`src/rtl/proc2_pkg.sv`:
```
// proc2 shared types: opcodes, FSM steps, instruction fields.
package proc2_pkg;

  localparam int unsigned IR_W     = 9;
  localparam int unsigned OP_W     = 3;
  localparam int unsigned RSEL_W   = 3;
  localparam int unsigned NUM_REGS = 8;

  typedef enum logic [OP_W-1:0] {
    OP_MV   = 3'b000,
    OP_MVI  = 3'b001,
    OP_ADD  = 3'b010,
    OP_SUB  = 3'b011,
    OP_AND  = 3'b100,
    OP_MVNZ = 3'b101
  } opcode_t;

  typedef enum logic [1:0] {
    T0 = 2'd0,
    T1 = 2'd1,
    T2 = 2'd2,
    T3 = 2'd3
  } state_t;

  // Instruction word: III XXX YYY
  typedef struct packed {
    opcode_t             op;
    logic [RSEL_W-1:0]   rx;
    logic [RSEL_W-1:0]   ry;
  } ir_t;

endpackage

```
`src/rtl/proc2_if.sv`:
```
// proc2 external bus: instruction/data in, bus/status out.
interface proc2_if #(
  parameter int unsigned DATA_W = 16
);
  logic [DATA_W-1:0] DIN;
  logic              Run;
  logic              Done;
  logic [DATA_W-1:0] BusWires;
  logic              Zero;

  modport master (output DIN, output Run, input Done, input BusWires, input Zero);
  modport slave  (input DIN, input Run, output Done, output BusWires, output Zero);
endinterface

```
`src/rtl/proc2_alu.sv`:
```
// proc2 ALU: add/sub/and of the A register and the bus, feeding G.
module proc2_alu
  import proc2_pkg::*;
#(
  parameter int unsigned DATA_W = 16
) (
  input  opcode_t           op_i,
  input  logic [DATA_W-1:0] a_i,
  input  logic [DATA_W-1:0] b_i,
  output logic [DATA_W-1:0] result_c
);
  // Opcode-selected operation, wraps modulo 2^DATA_W
  always_comb begin
    result_c = a_i + b_i;
    case (op_i)
      OP_SUB:  result_c = a_i - b_i;
      OP_AND:  result_c = a_i & b_i;
      default: ;
    endcase
  end
endmodule

```
`src/rtl/regn.sv`:
```
// Parametrised enabled register with synchronous active-high clear.
module regn #(
  parameter int unsigned N = 16
) (
  input  logic         clk,
  input  logic         rst,
  input  logic         en,
  input  logic [N-1:0] d,
  output logic [N-1:0] q
);
  logic [N-1:0] q_q, q_d;

  // Load on enable, otherwise hold
  always_comb q_d = en ? d : q_q;

  // Storage flop
  always_ff @(posedge clk) begin
    if (rst) q_q <= '0;
    else     q_q <= q_d;
  end

  assign q = q_q;
endmodule

```
`src/rtl/proc2.sv`:
```
// proc2: multi-cycle bus processor, 9-bit instructions over a shared bus.
// Build option: PROC2_MVNZ_EN enables opcode 101 as mvnz (else illegal/no-op).
module proc2
  import proc2_pkg::*;
#(
  parameter int unsigned DATA_W = 16
) (
  input  logic   Clock,
  input  logic   Reset,
  proc2_if.slave bus
);
  state_t              state_q, state_d;
  ir_t                 ir_q, ir_d;
  logic                zero_q, zero_d;
  logic [NUM_REGS-1:0] r_in, r_out;
  logic                a_in, g_in, g_out, din_out, done_c;
  logic [DATA_W-1:0]   r_q [NUM_REGS];
  logic [DATA_W-1:0]   a_q, g_q, alu_c, bus_c;

  // Step sequencing and bus/register control decode
  always_comb begin
    state_d = state_q;
    ir_d    = ir_q;
    r_in    = '0;
    r_out   = '0;
    a_in    = 1'b0;
    g_in    = 1'b0;
    g_out   = 1'b0;
    din_out = 1'b0;
    done_c  = 1'b0;
    case (state_q)
      T0: begin
        if (bus.Run) begin
          ir_d    = ir_t'(bus.DIN[DATA_W-1 -: IR_W]);
          state_d = T1;
        end
      end
      T1: begin
        state_d = T0;
        case (ir_q.op)
          OP_MV: begin
            r_out[ir_q.ry] = 1'b1;
            r_in[ir_q.rx]  = 1'b1;
            done_c         = 1'b1;
          end
          OP_MVI: begin
            din_out       = 1'b1;
            r_in[ir_q.rx] = 1'b1;
            done_c        = 1'b1;
          end
          OP_ADD, OP_SUB, OP_AND: begin
            r_out[ir_q.rx] = 1'b1;
            a_in           = 1'b1;
            state_d        = T2;
          end
`ifdef PROC2_MVNZ_EN
          OP_MVNZ: begin
            if (!zero_q) begin
              r_out[ir_q.ry] = 1'b1;
              r_in[ir_q.rx]  = 1'b1;
            end
            done_c = 1'b1;
          end
`endif
          default: done_c = 1'b1;
        endcase
      end
      T2: begin
        r_out[ir_q.ry] = 1'b1;
        g_in           = 1'b1;
        state_d        = T3;
      end
      T3: begin
        g_out         = 1'b1;
        r_in[ir_q.rx] = 1'b1;
        done_c        = 1'b1;
        state_d       = T0;
      end
      default: state_d = T0;
    endcase
  end

  // One-hot AND-OR bus mux; zero when nothing drives
  always_comb begin
    bus_c = '0;
    if (din_out) bus_c = bus_c | bus.DIN;
    if (g_out)   bus_c = bus_c | g_q;
    for (int i = 0; i < int'(NUM_REGS); i++) begin
      if (r_out[RSEL_W'(i)]) bus_c = bus_c | r_q[RSEL_W'(i)];
    end
  end

  // Zero tracks the value G is about to take
  always_comb zero_d = g_in ? (alu_c == '0) : zero_q;

  // FSM, IR and zero-flag state
  always_ff @(posedge Clock) begin
    if (Reset) begin
      state_q <= T0;
      ir_q    <= '0;
      zero_q  <= 1'b1;
    end else begin
      state_q <= state_d;
      ir_q    <= ir_d;
      zero_q  <= zero_d;
    end
  end

  for (genvar i = 0; i < int'(NUM_REGS); i++) begin : g_reg
    regn #(.N(DATA_W)) u_r (
      .clk(Clock), .rst(Reset), .en(r_in[i]), .d(bus_c), .q(r_q[i])
    );
  end

  regn #(.N(DATA_W)) u_a (
    .clk(Clock), .rst(Reset), .en(a_in), .d(bus_c), .q(a_q)
  );

  regn #(.N(DATA_W)) u_g (
    .clk(Clock), .rst(Reset), .en(g_in), .d(alu_c), .q(g_q)
  );

  proc2_alu #(.DATA_W(DATA_W)) u_alu (
    .op_i(ir_q.op), .a_i(a_q), .b_i(bus_c), .result_c(alu_c)
  );

  assign bus.Done     = done_c;
  assign bus.BusWires = bus_c;
  assign bus.Zero     = zero_q;
endmodule
```
`src/flat_wrapper.sv`:
```
// flat-port wrapper written by rule: the top's interface ports become plain ports
module proc2_flat import proc2_pkg::*;
#(
  parameter int unsigned DATA_W = 16
)
  (Clock, Reset, bus_DIN, bus_Run, bus_Done, bus_BusWires, bus_Zero);
  proc2_if #(.DATA_W(DATA_W)) bus_i ();
  input  logic Clock;
  input  logic Reset;
  input wire logic [$bits(bus_i.DIN)-1:0] bus_DIN;
  input wire logic [$bits(bus_i.Run)-1:0] bus_Run;
  output wire logic [$bits(bus_i.Done)-1:0] bus_Done;
  output wire logic [$bits(bus_i.BusWires)-1:0] bus_BusWires;
  output wire logic [$bits(bus_i.Zero)-1:0] bus_Zero;
  assign bus_i.DIN = bus_DIN;
  assign bus_i.Run = bus_Run;
  assign bus_Done = bus_i.Done;
  assign bus_BusWires = bus_i.BusWires;
  assign bus_Zero = bus_i.Zero;
  proc2 #(.DATA_W(DATA_W)) u_core (.Clock(Clock), .Reset(Reset), .bus(bus_i));
endmodule
```
`config.mk`:
```
export PLATFORM = sky130hd
export DESIGN_NAME = proc2_flat
export DESIGN_NICKNAME = d
export VERILOG_FILES = /design/src/rtl/proc2_pkg.sv /design/src/rtl/proc2_if.sv /design/src/rtl/proc2_alu.sv /design/src/rtl/regn.sv /design/src/rtl/proc2.sv /design/src/flat_wrapper.sv
export SDC_FILE = /design/constraint.sdc
export NUM_CORES = 1
export LEC_CHECK = 0
export CORE_ASPECT_RATIO = 0.5
export CORE_MARGIN = 2
export CORE_UTILIZATION = 60
export CTS_BUF_LIST = sky130_fd_sc_hd__clkbuf_16
export CTS_CLUSTER_SIZE = 12
export DETAILED_ROUTE_END_ITERATION = 10
export PLACE_DENSITY = 0.86
export SYNTH_ARGS = -nofsm -noshare
export SYNTH_HDL_FRONTEND = slang
export SYNTH_SLANG_ARGS = --single-unit
```
`constraint.sdc`:
```
create_clock -name Clock -period 15.79 [get_ports Clock]
set_input_delay 3.9475 -clock Clock [delete_from_list [all_inputs] [get_ports Clock]]
set_output_delay 3.9475 -clock Clock [all_outputs]
set_load 0.02 [all_outputs]
```
Yosys cells after proc, flatten, opt, wreduce, memory -nomap -nowiden
Index checks and enable logic that the tools add are counted.
{"block": "totals", "reg_bits": 108, "latch_bits": 0, "ram_bits": 0, "mem_bits_ro": 0, "input_bits": 19, "output_inout_bits": 18, "elab_cells": 65, "n_memories": 0}
{"block": "classes", "n_addsub": 2, "multipliers": 0, "n_div": 0, "n_lt_le_gt_ge": 4, "eq_ne": 8, "shift": 0, "muxes": 26, "bitwise": 6, "n_reduce_logical": 8}
{"cell": "2-to-1 mux 16 bit", "count": 6}
{"cell": "OR 16 bit", "count": 5}
{"cell": "one-hot mux 16 bit (2 select lines)", "count": 1}
{"cell": "one-hot mux 4 bit (2 select lines)", "count": 3}
{"cell": "adder 16 bit", "count": 1}
{"cell": "AND 16 bit", "count": 1}
{"cell": "zero test 16 bit", "count": 1}
{"cell": "subtractor 16 bit", "count": 1}
{"cell": "2-to-1 mux 1 bit", "count": 9}
{"cell": "less-than comparator 3 x 4 -> 1 bit, second input constant", "count": 2}
{"cell": "one-hot mux 2 bit (4 select lines)", "count": 1}
{"cell": "demux 1 bit (select 3 bit)", "count": 2}
{"cell": "== test 3 x 2 -> 1 bit, second input constant", "count": 2}
{"cell": "greater-or-equal comparator 3 x 1 -> 1 bit, second input constant", "count": 2}
{"cell": "== test 2 bit, second input constant", "count": 2}
{"cell": "2-to-1 mux 2 bit", "count": 2}
{"cell": "2-to-1 mux 4 bit", "count": 1}
{"cell": "== test 3 x 1 -> 1 bit, second input constant", "count": 1}
{"cell": "== test 3 bit, second input constant", "count": 1}
{"cell": "zero test 3 bit", "count": 1}
{"cell": "OR reduction 3 bit", "count": 1}
{"cell": "== test 2 x 1 -> 1 bit, second input constant", "count": 1}
{"cell": "logical AND 1 bit", "count": 2}
{"cell": "zero test 2 bit", "count": 1}
{"cell": "4 further kinds", "count": 4}

Longest topological paths before layout
Gate-level depths: netlist of the first run.
{"block": "logic_depth", "word_depth": 17, "ltp_mapped": 27, "depth_no_buf": 24}

Cells and area by module
From an unflattened synthesis of the first run, not the netlist that was laid out.
{"block": "unflattened", "cells_unflattened": 656, "hier_area_um2": 6008.3}
{"mod": "regn", "instances": 6, "cells_per_inst": 52, "area_per_inst_um2": 580.6, "seq_area_each_um2": 320.3}
{"mod": "proc2", "instances": 1, "cells_per_inst": 164, "area_per_inst_um2": 1275.0, "seq_area_each_um2": 240.2}
{"mod": "proc2_alu", "instances": 1, "cells_per_inst": 180, "area_per_inst_um2": 1249.9, "seq_area_each_um2": 0.0}

Least setup slack after synthesis of the first run
OpenSTA, ideal clock, no wires.
{"block": "synth_timing", "kind": "input-to-output", "from": "input bus_DIN[11]", "to": "output bus_BusWires[11]", "arrival_time_ns": 5.037, "required_ns": 11.843, "setup_slack_ns": 6.805, "stages": 4, "n_path_buf": 0, "cell_sequence": "a22o_1 -> a221o_1 -> a221oi_2 -> inv_1"}
{"block": "synth_between", "elab_chain_cells": 11}
{"element": "from (decl)", "line_no": "flat_wrapper.sv:10", "text": "input wire logic [$bits(bus_i.DIN)-1:0] bus_DIN;"}
{"element": "2-to-1 mux 16 bit (*)", "line_no": "proc2.sv:86", "text": "if (din_out) bus_c = bus_c | bus.DIN;"}
{"element": "OR 16 bit", "line_no": "proc2.sv:87", "text": "if (g_out) bus_c = bus_c | g_q;"}
{"element": "2-to-1 mux 16 bit (*)", "line_no": "proc2.sv:87"}
{"element": "OR 16 bit", "line_no": "proc2.sv:89", "text": "if (r_out[RSEL_W'(i)]) bus_c = bus_c | r_q[RSEL_W'(i)];"}
{"element": "2-to-1 mux 16 bit (*)", "line_no": "proc2.sv:89"}
{"element": "OR 16 bit", "line_no": "proc2.sv:89"}
{"element": "2-to-1 mux 16 bit (*)", "line_no": "proc2.sv:89"}
{"element": "OR 16 bit", "line_no": "proc2.sv:89"}
{"element": "2-to-1 mux 16 bit (*)", "line_no": "proc2.sv:89"}
{"element": "OR 16 bit", "line_no": "proc2.sv:89"}
{"element": "2-to-1 mux 16 bit (*)", "line_no": "proc2.sv:89"}
{"element": "to (decl)", "line_no": "flat_wrapper.sv:13", "text": "output wire logic [$bits(bus_i.BusWires)-1:0] bus_BusWires;"}
Every way passes the cells marked *; elsewhere a longest branch is shown, timed or not.

Worst setup path in the final report of the first run
Ends and elaborated chain as after synthesis.

==> results.ini, run 1 <==
[timing]
rsz0062_at_grt = false
hold_slack_ns = 0.4942
fin_crit_sh_pct = 64.38
relSlewSlack_pct = 23.10
hold_viol = 0
worst_slew_pin_slew_ns = 1.144
setup_tns_ns = 0
post-route-min-period_ns = 10.16
finClkSkew_ns = 0.006951
fmax_ghz = 0.09838
drv_slew = 0
finalSetupViolations = 0

[yosys]
synth-edff-count = 0
ys_types = 65
syn_area_per_cell_sq_um = 8.343
ys_seq_area_share_pct = 36.60
yosysWarningCount = 0
synth_fp_nets = 750
async_flop_share_pct = 0
ys.flop_type = dfxtp_1
syn-cell-area_sq_mm = 0.005907
syn_inst = 708
ys_ff_latch = 108

[clock_network]
cts_root_buf = clkbuf_16
post_cts_buffers = 0
htree_levels = 3
clock-sinks = 108
cts_tree = built
clkTransAtPathRegs_ns = 0.07
cts_buffers = 9
insertion_delay_ns = 0.36
cts_resized = 0
postCtsHoldBufs = 0
cts_max_path_buffers = 2

[global_route]
grt_max_degree = 108
antenna_found_initial = 0
grt_use_total_pct = 30.84
grt_pass1_wl_mm = 24.99
overflow = 0
grt_pass1_vias = 4726

[setup_path]
cp-start-kind = input pin
reg2reg_from = u_core.state_q[0]$_SDFFE_PP0P_
rr_worst_depth = 24
end_kind = output port
crit_type = input pin to output port
path_max_fanout = 9
cp.arrival_ns = 6.22
r2r_end = u_core.u_g.q[15]$_SDFFE_PP0P_
r2r_slack_ns = 9.03
cp.required_ns = 11.84

[die]
die_x_um = 144.3
fp-row-count = 25
initial_core_util_pct = 62.12
num_io_pins = 37
dieHeight_um = 74.16
core_sq_mm = 0.009509
dieArea_sq_mm = 0.01070

[finish]
stdcell_count = 842
nets = 744
syn_to_final_growth_pct = 11.06
fin_util_pct = 68.99
final.fill_count = 760
n_antenna_cell = 0
drive_gt1_share_pct = 7.355

[detailed_routing]
wl_per_cell_um = 19.35
dr.pass1.iters = 5
ant_nets = 0
drt-total-wl_mm = 16.29
drc = 0
viasPerCell = 6.482
drtIter0Drc = 739
vias = 5458

[power_and_ir_drop]
leakagePower_nw = 2.322
p_per_area_mw_per_mm2 = 116.8
peakVddDrop_v = 0.00007315

[min_path]
whs_path_depth = 2
hold_class = flop to flop
min_to = u_core.u_g.q[12]$_SDFFE_PP0P_
min_from = u_core.u_g.q[12]$_SDFFE_PP0P_

[placement]
io_buffers = 36
hpwl_mm = 11.08
place.gp.congestion = 0.9265
placedCellCount = 826

[status]
status = complete, no violations

[run]
maxCapViolCount = 0

critical path, stage by stage:
cell and delay [ns]:
clkdlybuf4s50_1 0.45, a22o_1 0.22, a221o_1 0.28, a221oi_2 0.56, inv_1 0.18, clkdlybuf4s50_1 0.58
cell usage after synthesis, drive strengths merged, types with 9 or more instances:
cell    count  area share, %
nor2      126            8.0
dfxtp     108             37
a211oi     98             13
clkbuf     49            3.1
nand2      35            2.2
a21oi      29            2.5
inv        25            1.6
ha         22            4.7
xnor2      21            3.1
a221oi     15            2.9
a22o       15            2.2
buf        14            1.5
a22oi      12            1.5
nand3      12            1.0
o21ai      12            1.2
and2       11            1.2
a31oi       9           0.95
and3        9           0.95
cells in the final DEF, fill, tap and decap left out, drive strengths merged, types with 4 or more instances in the layout:
cell type and count:
nand2 35, a21oi 29, a31oi 9, a211oi 98
dfxtp 108, inv 29, ha 22, a22oi 12
xnor2 21, mux2i 4, a21o 7, nor3 7
clkbuf 9, and3 9, and2 11, nor2b 7
nor2 126, o211ai 4, nor4 5, nand3 12
a221oi 15, buf 11, a221o 4, nand4 5
o21ai 12, nand2b 5, o2111ai 4, clkdlybuf4s50 35
a22o 15, xor2 5
registers in the layout, indices dropped and copies added (netlist names), named ones only:
name	cells
u_core.bus.Zero	1
u_core.u_a.q	16
u_core.ir_q	9
u_core.g.u_r.q	64
u_core.u_g.q	16
u_core.state_q	1
cell type report:
type | count | area [sq um] | area share [%]
sequential | 108 | 2162 | 32.96
clock inverter | 7 | 80.08 | 1.221
clock buffer | 9 | 225.2 | 3.433
tap | 135 | 168.9 | 2.575
inverter | 26 | 100.1 | 1.526
multi-input combinational | 511 | 3391 | 51.69
timing repair buffer | 46 | 432.9 | 6.599
routing by layer:
| metal | vias up | part of all wire (%) | GRT usage (%) |
|---|---|---|---|
| met5 | - | 0 | 0 |
| met4 | 0 | 1.8 | 8.846 |
| met3 | 36 | 8.7 | 4.507 |
| met2 | 263 | 43 | 46.29 |
| met1 | 2598 | 47 | 46.36 |
| li1 | 2561 | - | - |
cells by family after synthesis:
group	share of synthesized area (%)
mux	0.6778
fa+ha+maj	4.999
simple gates	18.22
flops	36.60
xor+xnor	3.855
buf+inv	6.376
compound gates	29.27
how the worst max path moves through the flow:
stage / from / end / depth (start not counted)
floorplan: bus_DIN[11] / bus_BusWires[11] / 4
global placement: bus_DIN[11] / bus_BusWires[11] / 6
detailed placement: bus_DIN[11] / bus_BusWires[11] / 6
CTS: bus_DIN[11] / bus_BusWires[11] / 6
global route: bus_DIN[11] / bus_BusWires[11] / 6
finish: bus_DIN[11] / bus_BusWires[11] / 6
per-stage QoR:
step                cell area, sq um  total power, mW  setup slack (ns)
floorplan                       5907           0.4756             6.805
global placement                6255           0.5229             5.723
detailed placement              6255           0.5294             5.665
CTS                             6560           0.7607             5.648
global route                    6560           0.7967             5.517
finish                          6560           0.7665             5.625
where the power goes:
part	switching (mW)	internal, mW	leakage (nW)	total (mW)
combinational	0.139	0.0950	1.30	0.234
clock	0.110	0.126	0.150	0.236
sequential	0.0114	0.285	0.876	0.297
total	0.260	0.506	2.32	0.766
No activity file was read; power rests on OpenSTA's default activity.
==> run 2: changes to the inputs <==
CORE_UTILIZATION = 54   (was 60)
PLACE_DENSITY = 0.82   (was 0.86)
clock period = 8.8 ns   (was 15.79 ns; I/O delays follow)
==> results.ini, run 2 (synthesis gave the netlist of run 1 again) <==
[global_route]
grt_pass1_vias = 5072
grt_max_degree = 108
antenna_found_initial = 0
grt_pass1_wl_mm = 26.75
grt_use_total_pct = 28.09
overflow = 0

[setup_path]
worstPathCellList = clkdlybuf4s50_1, a22o_1, a221o_1, a221oi_4, inv_4, nor4_4, nand3_1, o21ai_0, xnor2_1, ha_1, and2_1, a221oi_1, a21boi_0, o31ai_1, nor2_1, a211oi_1, nand2b_1, mux2i_1, o21a_1, o311a_1
critPathTopFamily = compound AO/OA/AOI/OAI gates
crit_type = input pin to flop
crit_slowest_cell = a211oi_1
path_max_fanout = 8
cp.required_ns = 9.04
cp-start-kind = input pin
cp.arrival_ns = 7.41
end_kind = flop
max_stage_delay_ns = 0.61
cp_num_buf_inv = 2

[detailed_routing]
viasPerCell = 6.338
drt-total-wl_mm = 16.40
drtIter0Drc = 514
drc = 0
ant_nets = 0
wl_per_cell_um = 19.29
dr.pass1.iters = 5
vias = 5387

[finish]
n_antenna_cell = 0
drive_gt1_share_pct = 7.606
nets = 747
final_common_cell = nor2_1
syn_to_final_growth_pct = 11.71
final_cell_mix = nor2_1, dfxtp_1, a211oi_1
largest_register_ffs = 64

[power_and_ir_drop]
power_mw = 1.389
p_per_area_mw_per_mm2 = 210.5
leakagePower_nw = 2.343
peakVddDrop_v = 0.0001233

[die]
die_x_um = 151.9
fp-row-count = 26
initial_core_util_pct = 56.74
dieArea_sq_mm = 0.01184
dieHeight_um = 77.96
num_io_pins = 37
core_sq_mm = 0.01041

[timing]
setup_tns_ns = 0
finalSetupViolations = 0
fin_crit_sh_pct = 81.52
hold_viol = 0
relSlewSlack_pct = 14.16
fmax_ghz = 0.1394
post-route-min-period_ns = 7.174
worst_slew_pin_slew_ns = 1.288
finClkSkew_ns = 0.007651
drv_slew = 0
rsz0062_at_grt = false

[placement]
io_buffers = 36
place.gp.congestion = 0.9015
hpwl_mm = 11.12

[clock_network]
cts_root_buf = clkbuf_16
htree_levels = 3
clock-sinks = 108
cts_max_path_buffers = 2
clkTransAtPathRegs_ns = 0.07
insertion_delay_ns = 0.35
post_cts_buffers = 0
cts_tree = built
cts_buffers = 9
postCtsHoldBufs = 0
cts_resized = 0

[run]
maxCapViolCount = 0

[min_path]
hold_class = flop to flop

[status]
status = complete, no violations

==> run 2: changes by cell type in the layout (fill, tap and decap cells not counted) <==
| cell | delta |
|---|---|
| buf_4 | +3 |
| bufinv_16 | +1 |
| clkinv_2 | +1 |
| clkinv_4 | -1 |
| inv_1 | +1 |
| inv_6 | -1 |
| inv_8 | -1 |
==> run 2: tightest hold or removal path, stage by stage (launching register included) <==
cell	delay, ns
dfxtp_1	0.33
a21oi_1	0.07
o31ai_1	0.06
==> run 2: area by class of cell <==
class / instances / area (sq um)
Multi-Input combinational cell: 511 / 3391
Tap cell: 140 / 175.2
Clock buffer: 9 / 225.2
Timing Repair Buffer: 49 / 455.4
Inverter: 26 / 100.1
Fill cell: 874 / 3811
Sequential cell: 108 / 2162
Clock inverter: 7 / 90.09
==> run 2: path summary, 6_finish.rpt <==
kind,startpoint,end,slack (ns),cells past startpoint
setup / recovery,bus_DIN[3],u_core.u_g.q[15]$_SDFFE_PP0P_,1.63,20
hold reg to reg,u_core.bus.Zero$_SDFFE_PP1P_,u_core.bus.Zero$_SDFFE_PP1P_,0.48,2
hold / removal,u_core.bus.Zero$_SDFFE_PP1P_,u_core.bus.Zero$_SDFFE_PP1P_,0.48,2
setup reg to reg,u_core.ir_q[8]$_SDFFE_PP0P_,u_core.u_g.q[15]$_SDFFE_PP0P_,2.23,23
==> run 2: power by group <==
group | internal [mW] | switching [mW]
Clock | 0.249 | 0.182
Combinational | 0.172 | 0.253
Sequential | 0.512 | 0.0210
==> run 2: metrics by stage <==
step / cells / cell area, sq um / hold WS (ns) / worst slack [ns] / util, %
after detailed placement: 834 / 6284 / 0.4721 / 1.443 / 60.36
after CTS: 850 / 6599 / 0.4876 / 1.762 / 63.39
after global routing: 850 / 6599 / 0.5126 / 1.192 / 63.39
after global placement: 834 / 6284 / 0.4690 / 1.612 / 60.36
after floorplan: 708 / 5907 / 0.4543 / 2.322 / -
final: 850 / 6599 / 0.4846 / 1.626 / 63.39
==> run 2: metal layers <==
| layer | GRT usage (%) | routed length [um] | vias to the layer above |
|---|---|---|---|
| li1 | - | - | 2574 |
| met1 | 39.56 | 7705 | 2553 |
| met2 | 42.52 | 6883 | 234 |
| met3 | 7.765 | 1608 | 26 |
| met4 | 7.196 | 201 | 0 |
| met5 | 0 | 0 | - |
